--- config.mk ---
export PLATFORM = sky130hd
export DESIGN_NAME = fir_mac_seq
export DESIGN_NICKNAME = d
export VERILOG_FILES = /design/src/rtl/fir_mac_seq.sv
export SDC_FILE = /design/constraint.sdc
export NUM_CORES = 1
export LEC_CHECK = 0
export ABC_AREA = 1
export CORE_MARGIN = 4
export CORE_UTILIZATION = 50
export CTS_BUF_LIST = sky130_fd_sc_hd__clkbuf_4 sky130_fd_sc_hd__clkbuf_8
export CTS_CLUSTER_SIZE = 20
export DETAILED_ROUTE_END_ITERATION = 8
export PLACE_DENSITY = 0.68
export SYNTH_ARGS = -nofsm -noshare
export SYNTH_HDL_FRONTEND = slang
export SYNTH_SLANG_ARGS = --single-unit
--- constraint.sdc ---
create_clock -name clk -period 10.5 [get_ports clk]
set_clock_uncertainty 0.15 [all_clocks]
set_input_delay 1.575 -clock clk [delete_from_list [all_inputs] [get_ports clk]]
set_output_delay 1.575 -clock clk [all_outputs]
set_load 0.01 [all_outputs]
--- src/rtl/fir_mac_seq.sv ---
// fir_mac_seq: time-multiplexed signed FIR with one multiply-accumulate per cycle.
// Samples enter through a valid/ready handshake and shift into an NTAP-deep
// delay line. The FSM then walks the taps, accumulating x[k]*c[k]. It presents
// the sum on a valid/ready output handshake.
//
// Ports:
//   clk        rising-edge clock
//   rstn       synchronous active-low reset
//   coef_we    coefficient write strobe (honoured only while idle)
//   coef_addr  tap index for the coefficient write
//   coef_data  signed coefficient value
//   in_valid   sample offered
//   in_ready   block can accept a sample (high only while idle)
//   in_data    signed sample
//   out_valid  result available
//   out_ready  downstream accepts the result
//   out_data   signed filtered result
//   busy       computation in progress or result pending
module fir_mac_seq #(
    parameter int unsigned NTAP = 8,
    parameter int unsigned DW   = 8,
    parameter int unsigned CW   = 8,
    parameter int unsigned AW   = 3,
    parameter int unsigned ACCW = 19
) (
    input  logic                   clk,
    input  logic                   rstn,
    input  logic                   coef_we,
    input  logic [AW-1:0]          coef_addr,
    input  logic signed [CW-1:0]   coef_data,
    input  logic                   in_valid,
    output logic                   in_ready,
    input  logic signed [DW-1:0]   in_data,
    output logic                   out_valid,
    input  logic                   out_ready,
    output logic signed [ACCW-1:0] out_data,
    output logic                   busy
);

    localparam int unsigned PW = DW + CW;

    typedef enum logic [1:0] {
        IDLE = 2'd0,
        MAC  = 2'd1,
        DONE = 2'd2
    } state_t;

    state_t                 state;
    logic signed [DW-1:0]   x [NTAP];
    logic signed [CW-1:0]   c [NTAP];
    logic signed [ACCW-1:0] acc;
    logic [AW-1:0]          k;

    logic signed [PW-1:0]   prod;
    logic signed [ACCW-1:0] sum;

    // Full-width signed product of the current tap, sign-extended into the accumulator.
    assign prod = PW'(x[k]) * PW'(c[k]);
    assign sum  = acc + ACCW'(prod);

    // Handshake and status flags decode directly from the state register.
    assign in_ready = (state == IDLE);
    assign busy     = (state != IDLE);

    // Control FSM, delay line, coefficient store and accumulator.
    always_ff @(posedge clk) begin
        if (!rstn) begin
            state     <= IDLE;
            acc       <= '0;
            k         <= '0;
            out_data  <= '0;
            out_valid <= 1'b0;
            for (int i = 0; i < int'(NTAP); i++) begin
                x[i] <= '0;
                c[i] <= '0;
            end
        end else begin
            case (state)
                IDLE: begin
                    // A coefficient write may coincide with a sample accept; the
                    // new value is visible because MAC starts on the next cycle.
                    if (coef_we) begin
                        c[coef_addr] <= coef_data;
                    end
                    if (in_valid) begin
                        for (int i = 1; i < int'(NTAP); i++) begin
                            x[i] <= x[i-1];
                        end
                        x[0]  <= in_data;
                        acc   <= '0;
                        k     <= '0;
                        state <= MAC;
                    end
                end
                MAC: begin
                    acc <= sum;
                    k   <= k + AW'(1);
                    if (k == AW'(NTAP - 1)) begin
                        out_data  <= sum;
                        out_valid <= 1'b1;
                        state     <= DONE;
                    end
                end
                DONE: begin
                    // Result held until downstream takes it.
                    if (out_ready) begin
                        out_valid <= 1'b0;
                        state     <= IDLE;
                    end
                end
                default: begin
                    state <= IDLE;
                end
            endcase
        end
    end

endmodule

After elaboration in Yosys (flattened, before gate mapping) --
Memory sizes are Yosys's and may differ from the RTL's. A register that Yosys moved wholly into a read port is not among the register bits. Index checks and enable logic that the tools add are counted.
Cells by class: reductions and logical operators 9, equality and inequality tests 6, bitwise gates (word level) 8, multiplexer cells 35, add/sub/neg operators 2, $mul 1
Operators with widths (number):
- two-way mux 8 bit | 9
- case mux 19 bit (2 select lines) | 1
- adder 19 x 16 -> 19 bit | 1
- two-way mux 19 bit | 1
- two-way mux 3 bit | 6
- multiplier 8 x 8 -> 16 bit | 1
- two-way mux 1 bit | 12
- OR 1 bit | 8
- OR reduction 8 bit | 1
- two-way mux 2 bit | 3
- inequality test 2 bit (second input constant) | 3
- case mux 2 bit (3 select lines) | 1
- case mux 3 bit (2 select lines) | 1
- AND reduction 3 bit | 2
- nonzero test 2 bit | 3
- AND reduction 2 bit | 2
- adder 3 x 1 -> 3 bit (second input constant) | 1
- equality test 3 bit (second input constant) | 1
- equality test 2 x 1 -> 1 bit (second input constant) | 1
- equality test 2 bit (second input constant) | 1
- zero test 2 bit | 1
- case mux 1 bit (2 select lines) | 1
Storage, ports and cells: memories 2, RAM bits 128, logic and storage cells 68, output and inout port bits 22, register bits after elaboration 44, input bits 24
Memories:
- c | depth 8, bits a word 8, read ports 1, clocked after memory_dff 1, wr ports 8, line 50 | logic signed [CW-1:0] c [NTAP];
- x | depth 8, bits a word 8, read ports 8, clocked after memory_dff 1, wr ports 8, line 49 | logic signed [DW-1:0] x [NTAP];

Logic depth before layout (Yosys ltp) --
Gate-level depths: netlist (run 1).
word-level depth 6, depth in mapped cells 32, gate-level depth less buffers 30

Worst setup path before layout (run 1) --
OpenSTA, ideal clock, no wires.
kind flip-flop to flip-flop, from register (tool-made name), to register out_data[11], buffers on the path 1, setup time 0.108 ns, cell stages (with the launch flop) 23, required time 10.242 ns, data arrival time 5.657 ns, path slack 4.585 ns, clock period less this slack 5.915 ns, path through dfxtp_1 buf_4 o21ai_1 o22ai_1 inv_1 o21ai_2 inv_2 nor2_1 inv_1 fa_1 inv_1 fa_1 fa_1 fa_1 fa_1 ha_1 nand2_1 nor2_1 a21oi_1 or2_2 nand2_1 a21o_1 inv_1
RTL lines:
- to (signal assigned) | line 99 | out_data <= sum;
- to (decl) | line 36 | output logic signed [ACCW-1:0] out_data,

==> summary.txt, run 1 <==
Pwr
  • Combinational power share: 0.632
  • Switching Power: 1.69 mW
  • Sequential share of power: 0.231
  • Pwr dens: around 290 nW/um^2
  • LEAKAGE: ~5.4 nW
  • Switching Fraction: 0.487
  • Maximum VDD drop: 0.221 mV
  • P_int: ~1.8 mW
  • Clock power share: 0.137

Timing
  • Post-layout min period: 7.10 ns
  • Setup TNS: 0 ns
  • Final hold viol count: 0
  • RSZ-0062 raised after global routing: no
  • Part of the cycle the worst path needs: 0.676
  • Max Freq: ~0.14 GHz
  • WHS: around 0.32 ns
  • Slew @ Worst Pin: 1.13 ns
  • Setup Viol. Count Final: 0
  • Slew Viols, Final: 0
  • Max_slew headroom: 0.241

Finish
  • Fillers: 2,022
  • Share of layout cells above drive strength 1: 0.0620
  • Ant. Diodes: 0
  • Post-layout nets: between 1k and 1.5k
  • Area delta synth->final: 9.33%

Setup path
  • Critical path's most frequent cell: nand2_1
  • Slowest cell on crit path: nor2_1
  • CP Capture Type: flop
  • CP Launch Type: flop
  • CP peak stage delay: 0.85 ns
  • Critical path arrival: 7.30 ns
  • Maximum fanout along the worst path: 67
  • Setup Crit Path Kind: flop to flop
  • Worst EP required: about 11 ns

Routing
  • DR pass1 iterations: 7
  • # DRC: 0
  • Final ANT Viol Nets: 0
  • DRT Wirelength: ~24 mm
  • Wire per inst: ~15 um
  • 1st-iter DRT viols: approximately 750
  • Via count: 8,190
  • DR vias/cell: about 5.2

Logic synthesis
  • YS warnings: 0
  • Top-count cell post-synth: inv_1
  • Asr flop ratio synth: 0
  • Synth top area share: 0.304
  • Syn_nets: 1,403
  • Yosys reg bits: 175
  • Synthesized netlist cell count: 1,249
  • Post-synth top area cell: edfxtp_1
  • Ys flop type: edfxtp_1
  • Synth top area cells: edfxtp_1, fa_1, dfxtp_1
  • Yosys cell types: 36
  • Syn Area/Cell: 8.85 um^2
  • Top post-synthesis cells by count: inv_1, nor2_1, nand2_1, edfxtp_1, fa_1
  • Sequential area share after synthesis: 0.418
  • EDFF count, synth: 112
  • Post-Syn Area: around 11,000 um^2

Die
  • Die Wd: roughly 160 um
  • Ports: 46
  • Core Area: between 20,000 and 25,000 um^2
  • Site row count: 54
  • Die Height: 157 um
  • Full die area: 24,600 um^2
  • Initial Utilization: 0.508

Global routing
  • Largest net degree at the start of global routing: just under 70
  • First-pass GRT wire length: approximately 41 mm
  • GRT Overall Usage: 0.209
  • Initial antenna violation count: 0
  • Vias in the first global route: a little over 8k
  • Global route overflow: 0

CTS
  • Hold buffer count at CTS: 0
  • Sink Count: ~180
  • Setup repair bufs after CTS: 0
  • Clock root cell: clkbuf_8
  • Clock Path Buffers: 2
  • CTS H-tree lvls: 4
  • CTS tree: yes
  • Clk Latency, worst-skew pair: 0.47 ns
  • Cts bufs inserted: 17
  • Number of gates resized after cts: 0
  • Clock transition at the registers of the reported paths: 0.09 ns

Job
  • Max cap viols: 0

Placed design
  • I/O Buffers: between 40 and 50
  • Hpwl dp: 17.7 mm
  • Global placement routability congestion: between 0.9 and 1

Min path
  • HP Class: flop to flop

Status
  • Status: completed
power by group through the flow:
stage,sequential [mW],combinational (mW),clock [mW]
after floorplan,0.809,1.64,0
after global placement,0.817,2.16,0
after detailed placement,0.818,2.17,0
after CTS,0.802,2.20,0.483
after global routing,0.807,2.54,0.513
final,0.802,2.19,0.473
logic make-up (layout without fill, tap and decap cells):
family	Yosys count	in the layout	synth area share
compound gates	211	211	0.107
xor+xnor	6	6	0.00475
fa+ha+maj	130	130	0.204
buf+inv	277	319	0.100
flops	175	175	0.418
mux	4	4	0.00577
simple gates	446	446	0.160
worst max-delay path: cells and delay by family (launching register included):
| kind | cells | cell delay, ns |
|---|---|---|
| compound gates | 4 | 0.69 |
| buf+inv | 4 | 1.21 |
| simple gates | 11 | 1.80 |
| flops | 1 | 0.32 |
| fa+ha+maj | 6 | 2.74 |
flip-flops by register name, indices dropped and copies added (netlist names), named ones only:
register	count
c	64
x	64
out_valid	1
out_data	19
acc	19
k	3
state	2
layout make-up:
type / instances / area [um^2] / area share
inverters: 235 / 882 / 0.0730
multi-input cells: 797 / 5330 / 0.441
well taps: 280 / 350 / 0.0290
clock inverters: 14 / 155 / 0.0128
flip-flops and latches: 175 / 4630 / 0.383
repair buffers: 52 / 503 / 0.0416
clock buffers: 18 / 241 / 0.0200
per-stage QoR:
stage	power, mW	cell area [um^2]	setup slack (ns)	util	instances
finish	3.46	12100	3.40	0.556	1571
global route	3.86	12100	2.89	0.556	1571
detailed placement	2.99	11700	3.45	0.537	1539
global placement	2.98	11700	3.57	0.537	1539
CTS	3.49	12100	3.44	0.556	1571
floorplan	2.45	11100	4.58	-	1249
final timing paths:
| kind | cells after the start | end | from | slack, ns |
|---|---|---|---|---|
| max | 25 | out_data[12] | flop | 3.40 |
| min | 2 | out_data[1] | out_data[1] | 0.32 |
| max reg2reg | 25 | out_data[12] | flop | 3.40 |
| min reg2reg | 2 | out_data[1] | out_data[1] | 0.32 |
layout by cell type (no fill, tap or decap), types with 19 or more instances in the layout:
cell type / count
clkdlybuf4s50_1: 45
fa_1: 84
edfxtp_1: 112
nand3_1: 33
nand2_1: 181
ha_1: 46
dfxtp_1: 62
nor2_1: 214
inv_1: 218
a21oi_1: 75
o21ai_0: 66
o22ai_1: 23
o21ai_1: 19
layer usage:
layer | GRT usage | vias up | share of wire
met2 | 0.320 | 275 | 0.45
met1 | 0.306 | 3869 | 0.47
met3 | 0.0440 | 28 | 0.072
met4 | 0.0550 | 0 | 0.017
li1 | - | 4018 | -
met5 | 0 | - | 0
Note: power is estimated with default switching activity, not from simulation.
==> run 2: changes to the inputs <==
- PLACE_DENSITY: 0.68 -> 0.7
- clock period: 10.5 -> 6.3 ns (I/O delays scaled with it)
==> run 2 against run 1 <==
Highest routed layer unchanged. Wire length is 0.73% lower. Sequential share of layout area fell by 0.24 points. Largest cell class unchanged. Power rose by 67%. Sequential power up 67%. Utilization increased by 0.34 points. Critical path depth is 2 lower. Via count decreased by 0.21%. Die area is the same. Design area increased by 0.62%. Worst setup slack got worse by 3.0 ns. Hold slack barely moved.
==> summary.txt, run 2 (synthesized netlist as in run 1, its figures left out) <==
Timing
  • Slew @ Worst Pin: 1.06 ns
  • Final hold viol count: 0
  • Slew Viols, Final: 0
  • Part of the cycle the worst path needs: 0.933
  • Max Freq: 0.170 GHz
  • Max_slew headroom: 0.294
  • Final WS setup: roughly 0.42 ns
  • Setup Viol. Count Final: 0
  • Post-layout min period: roughly 5.9 ns
  • Setup TNS: 0 ns
  • RSZ-0062 raised after global routing: no

Die
  • Full die area: approximately 25,000 um^2
  • Die Height: approximately 160 um
  • Site row count: 54
  • Ports: 46
  • Initial Utilization: 0.508
  • Core Area: between 20,000 and 25,000 um^2
  • Die Wd: about 160 um

Setup path
  • Worst reg2reg setup slack: 0.42 ns
  • Maximum fanout along the worst path: 14
  • Critical path arrival: roughly 6.1 ns
  • Setup Crit Path Kind: flop to flop
  • Worst EP required: roughly 6.5 ns
  • CP Launch Type: flop
  • CP Capture Type: flop

Finish
  • Share of layout cells above drive strength 1: 0.0692
  • Design area: 12,200 um^2
  • Fillers: between 1.5k and 2k
  • Final cell count without fillers: ~1.6k
  • Most frequent cells in the layout: inv_1, nor2_1, nand2_1, edfxtp_1, fa_1
  • Ant. Diodes: 0
  • Final Core Density: 0.559
  • Post-layout nets: between 1k and 1.5k
  • Multi-input logic area: 5330 um^2
  • Area delta synth->final: 10.0%
  • Register area: approximately 4600 um^2
  • Biggest regs: c: 64 flops, x: 64 flops
  • Most common cell after layout, fill and taps aside: inv_1

Global routing
  • Initial antenna violation count: 0
  • GRT Overall Usage: 0.206
  • Vias in the first global route: ~8.2k
  • First-pass GRT wire length: 40.5 mm
  • Largest net degree at the start of global routing: 65
  • Global route overflow: 0

Pwr
  • LEAKAGE: around 5.5 nW
  • Maximum VDD drop: ~0.35 mV
  • Pwr dens: approximately 470 nW/um^2

Routing
  • Wire per inst: between 15 and 20 um
  • Via count: 8,173
  • DR vias/cell: 5.17
  • 1st-iter DRT viols: slightly below 700
  • # DRC: 0
  • Final ANT Viol Nets: 0
  • DRT Wirelength: between 20 and 25 mm
  • DR pass1 iterations: 5

CTS
  • Hold buffer count at CTS: 0
  • Cts bufs inserted: 17
  • CTS tree: yes
  • Clock transition at the registers of the reported paths: ~0.10 ns
  • Setup repair bufs after CTS: 0
  • Clock Path Buffers: 2
  • Sink Count: about 180
  • Clk Latency, worst-skew pair: between 0.4 and 0.5 ns
  • Clock root cell: clkbuf_8
  • Number of gates resized after cts: 0
  • CTS H-tree lvls: 4

Placed design
  • I/O Buffers: 45
  • Post-Place Cells: about 1.5k
  • Hpwl dp: between 15 and 20 mm
  • DP Area: 11,800 um^2
  • Dpl ws: slightly below 0.5 ns
  • Global placement routability congestion: a little over 0.9

Job
  • Max cap viols: 0

Min path
  • HP Class: flop to flop

Status
  • Status: completed
run 2: cell count changes in the layout (fill, tap and decap cells not counted):
cell | previous run | this run
buf_4 | 7 | 15
inv_4 | 0 | 3
inv_8 | 4 | 1
clkinv_2 | 2 | 0
buf_6 | 0 | 1
clkbuf_4 | 1 | 2
clkinv_1 | 1 | 0
clkinv_8 | 2 | 3
inv_6 | 2 | 3
run 2: stage by stage:
stage          power (mW)  hold slack [ns]
4_1_cts              5.78            0.317
6_report             5.77            0.319
3_5_place_dp         4.92            0.304
2_1_floorplan        4.08            0.290
5_1_grt              6.38            0.339
3_3_place_gp         4.91            0.301
run 2: path summary, 6_finish.rpt:
check	startpoint	end	cells past startpoint
min	acc[1]	acc[1]	2
min reg2reg	acc[1]	acc[1]	2
max	flop	out_data[11]	23
max reg2reg	flop	out_data[11]	23
run 2: final cells by class:
class	count	share of cell area
multi-input cells	797	0.438
flip-flops and latches	175	0.380
inverters	235	0.0725
repair buffers	61	0.0472
well taps	280	0.0288
clock buffers	19	0.0205
clock inverters	13	0.0124
run 2: power by group:
group          internal [mW]  switching, mW
Sequential              1.30         0.0386
Combinational           1.33           2.29
Clock                  0.339          0.472
run 2: worst max-delay path: stages (launching register included):
cell and delay [ns]:
dfxtp_1 0.53, inv_2 0.18, buf_4 0.24, a21oi_1 0.12, o21ai_0 0.10, nand2_1 0.08, inv_1 0.05, o21ai_2 0.21
inv_2 0.10, or2_1 0.26, fa_1 0.47, fa_1 0.50, inv_1 0.05, fa_1 0.51, fa_1 0.44, fa_1 0.48
ha_1 0.38, nand2_1 0.13, nor2_1 0.18, a21oi_1 0.13, or2_2 0.30, nand2_1 0.07, a21o_1 0.10, inv_1 0.03
run 2: metal layers:
metal | up-vias | global-route usage | part of all wire
li1 | 4024 | - | -
met1 | 3924 | 0.294 | 0.46
met2 | 202 | 0.332 | 0.47
met3 | 23 | 0.0376 | 0.054
met4 | 0 | 0.0417 | 0.012
met5 | - | 0 | 0
==> run 3: changes to the inputs <==
- CORE_MARGIN: 4 -> 5
==> run 3 against run 2 <==
Non-clock buffer count grew 3. Die area rose by 2.6%. Design area grew 0.58%. Largest power group unchanged.
==> summary.txt, run 3 (synthesized netlist as in run 1, its figures left out) <==
Finish
  • Most common cell after layout, fill and taps aside: inv_1
  • Post-layout nets: 1,444
  • Most frequent cells in the layout: inv_1, nor2_1, nand2_1, edfxtp_1, fa_1
  • Ant. Diodes: 0
  • Biggest regs: c: 64 flops, x: 64 flops
  • Final Core Density: 0.560
  • Share of layout cells above drive strength 1: 0.0729
  • Area delta synth->final: 10.6%

CTS
  • Setup repair bufs after CTS: 0
  • Clock transition at the registers of the reported paths: 0.10 ns
  • Sink Count: ~180
  • CTS tree: yes
  • Clock root cell: clkbuf_8
  • Clk Latency, worst-skew pair: between 0.4 and 0.5 ns
  • Cts bufs inserted: 17
  • Clock Path Buffers: 2
  • CTS H-tree lvls: 4

Timing
  • RSZ-0062 raised after global routing: no
  • Slew Viols, Final: 0
  • Part of the cycle the worst path needs: 0.931
  • WHS: between 0.3 and 0.4 ns
  • Setup Viol. Count Final: 0
  • Final hold viol count: 0
  • Post-layout min period: between 5 and 6 ns
  • Setup TNS: 0 ns
  • Max_slew headroom: 0.452
  • Max Freq: approximately 0.17 GHz
  • Slew @ Worst Pin: about 0.82 ns
  • Final WS setup: between 0.4 and 0.5 ns

Min path
  • HP Class: flop to flop
  • Hold Path Sink: out_data[6]
  • HP Start: out_data[6]
  • Hold path depth: 2

Setup path
  • Crit path max-delay family: adder cells
  • Worst EP required: about 6.5 ns
  • CP Launch Type: flop
  • Setup Crit Path Kind: flop to flop
  • Worst reg2reg setup slack: around 0.44 ns
  • Slowest cell on crit path: fa_1
  • Worst reg2reg path depth: 25
  • Critical path arrival: roughly 6.1 ns
  • Maximum fanout along the worst path: 14
  • Worst path bufs/invs: 7
  • End of the worst register-to-register path: acc[18]
  • Critical path's most frequent cell: fa_1
  • CP peak stage delay: between 0.6 and 0.7 ns
  • CP Capture Type: flop

Global routing
  • GRT Overall Usage: 0.200
  • Largest net degree at the start of global routing: 67
  • Initial antenna violation count: 0
  • First-pass GRT wire length: 41.6 mm
  • Vias in the first global route: roughly 8.3k
  • Global route overflow: 0

Routing
  • Max Used Layer: met4
  • Wire per inst: 15.5 um
  • DR vias/cell: 5.21
  • DRT Wirelength: about 25 mm
  • Via count: approximately 8k
  • DR pass1 iterations: 6
  • Final ANT Viol Nets: 0
  • Met1 WL: roughly 11 mm
  • Met2 wire len: 11.2 mm
  • 1st-iter DRT viols: slightly below 800
  • # DRC: 0
  • Met3 WL: between 1.5 and 2 mm

Placed design
  • I/O Buffers: 45
  • Dpl ws: around 0.32 ns
  • Hpwl dp: approximately 18 mm
  • Global placement routability congestion: slightly below 0.9

Die
  • Die Height: 159 um
  • Initial Utilization: 0.507
  • Die Wd: roughly 160 um
  • Full die area: around 25,000 um^2
  • Ports: 46
  • Site row count: 54
  • Core Area: between 20,000 and 25,000 um^2

Job
  • Max cap viols: 0

Status
  • Status: completed

Pwr
  • LEAKAGE: around 5.5 nW
  • Total Power: just under 6 mW
  • Pwr dens: around 480 nW/um^2
  • Maximum VDD drop: around 0.43 mV
[run 3: cell count changes in the layout (fill, tap and decap cells not counted), sizes merged]
| cell | delta |
|---|---|
| bufinv | +1 |
| inv | -1 |
| clkinv | -1 |
| clkinvlp | +1 |
| buf | +3 |
[run 3: stage by stage]
stage                     cells  area, um^2
after floorplan            1249       11100
after global placement     1551       11800
after detailed placement   1551       11800
after CTS                  1583       12200
after global routing       1583       12200
final                      1583       12200
[run 3: power breakdown]
part,internal (mW),switching [mW]
Clock,0.378,0.452
Combinational,1.34,2.31
Sequential,1.30,0.0404
Total,3.02,2.80
[run 3: per-layer routing]
metal / global-route usage / vias to the layer above
met5: 0 / -
li1: - / 4061
met2: 0.315 / 269
met1: 0.298 / 3891
met4: 0.0395 / 0
met3: 0.0290 / 25
[run 3: repair_timing]
item / in CTS / in global routing
hold buffers: 0 / 0
setup endpoints to repair: 0 / 6
gates resized for setup: 0 / 2
[run 3: worst max path at each step]
| stage | from | to | slack [ns] | cells after the start |
|---|---|---|---|---|
| after floorplan | flop | out_data[11] | 0.38 | 22 |
| after global placement | flop | acc[18] | 0.37 | 23 |
| after detailed placement | flop | acc[18] | 0.32 | 25 |
| after CTS | flop | acc[18] | 0.30 | 24 |
| after global routing | flop | acc[18] | 0.005 | 26 |
| final | flop | acc[18] | 0.44 | 25 |
[run 3: area by class of cell]
type	instances	area (um^2)
fillers	1957	9590
multi-input cells	797	5330
flip-flops and latches	175	4630
inverters	235	882
repair buffers	64	618
well taps	280	350
clock buffers	19	249
clock inverters	13	174
[run 3: tightest hold or removal path: stages (launching register included)]
cell     delay [ns]
dfxtp_1        0.32
nand2_1        0.06
a21oi_1        0.05
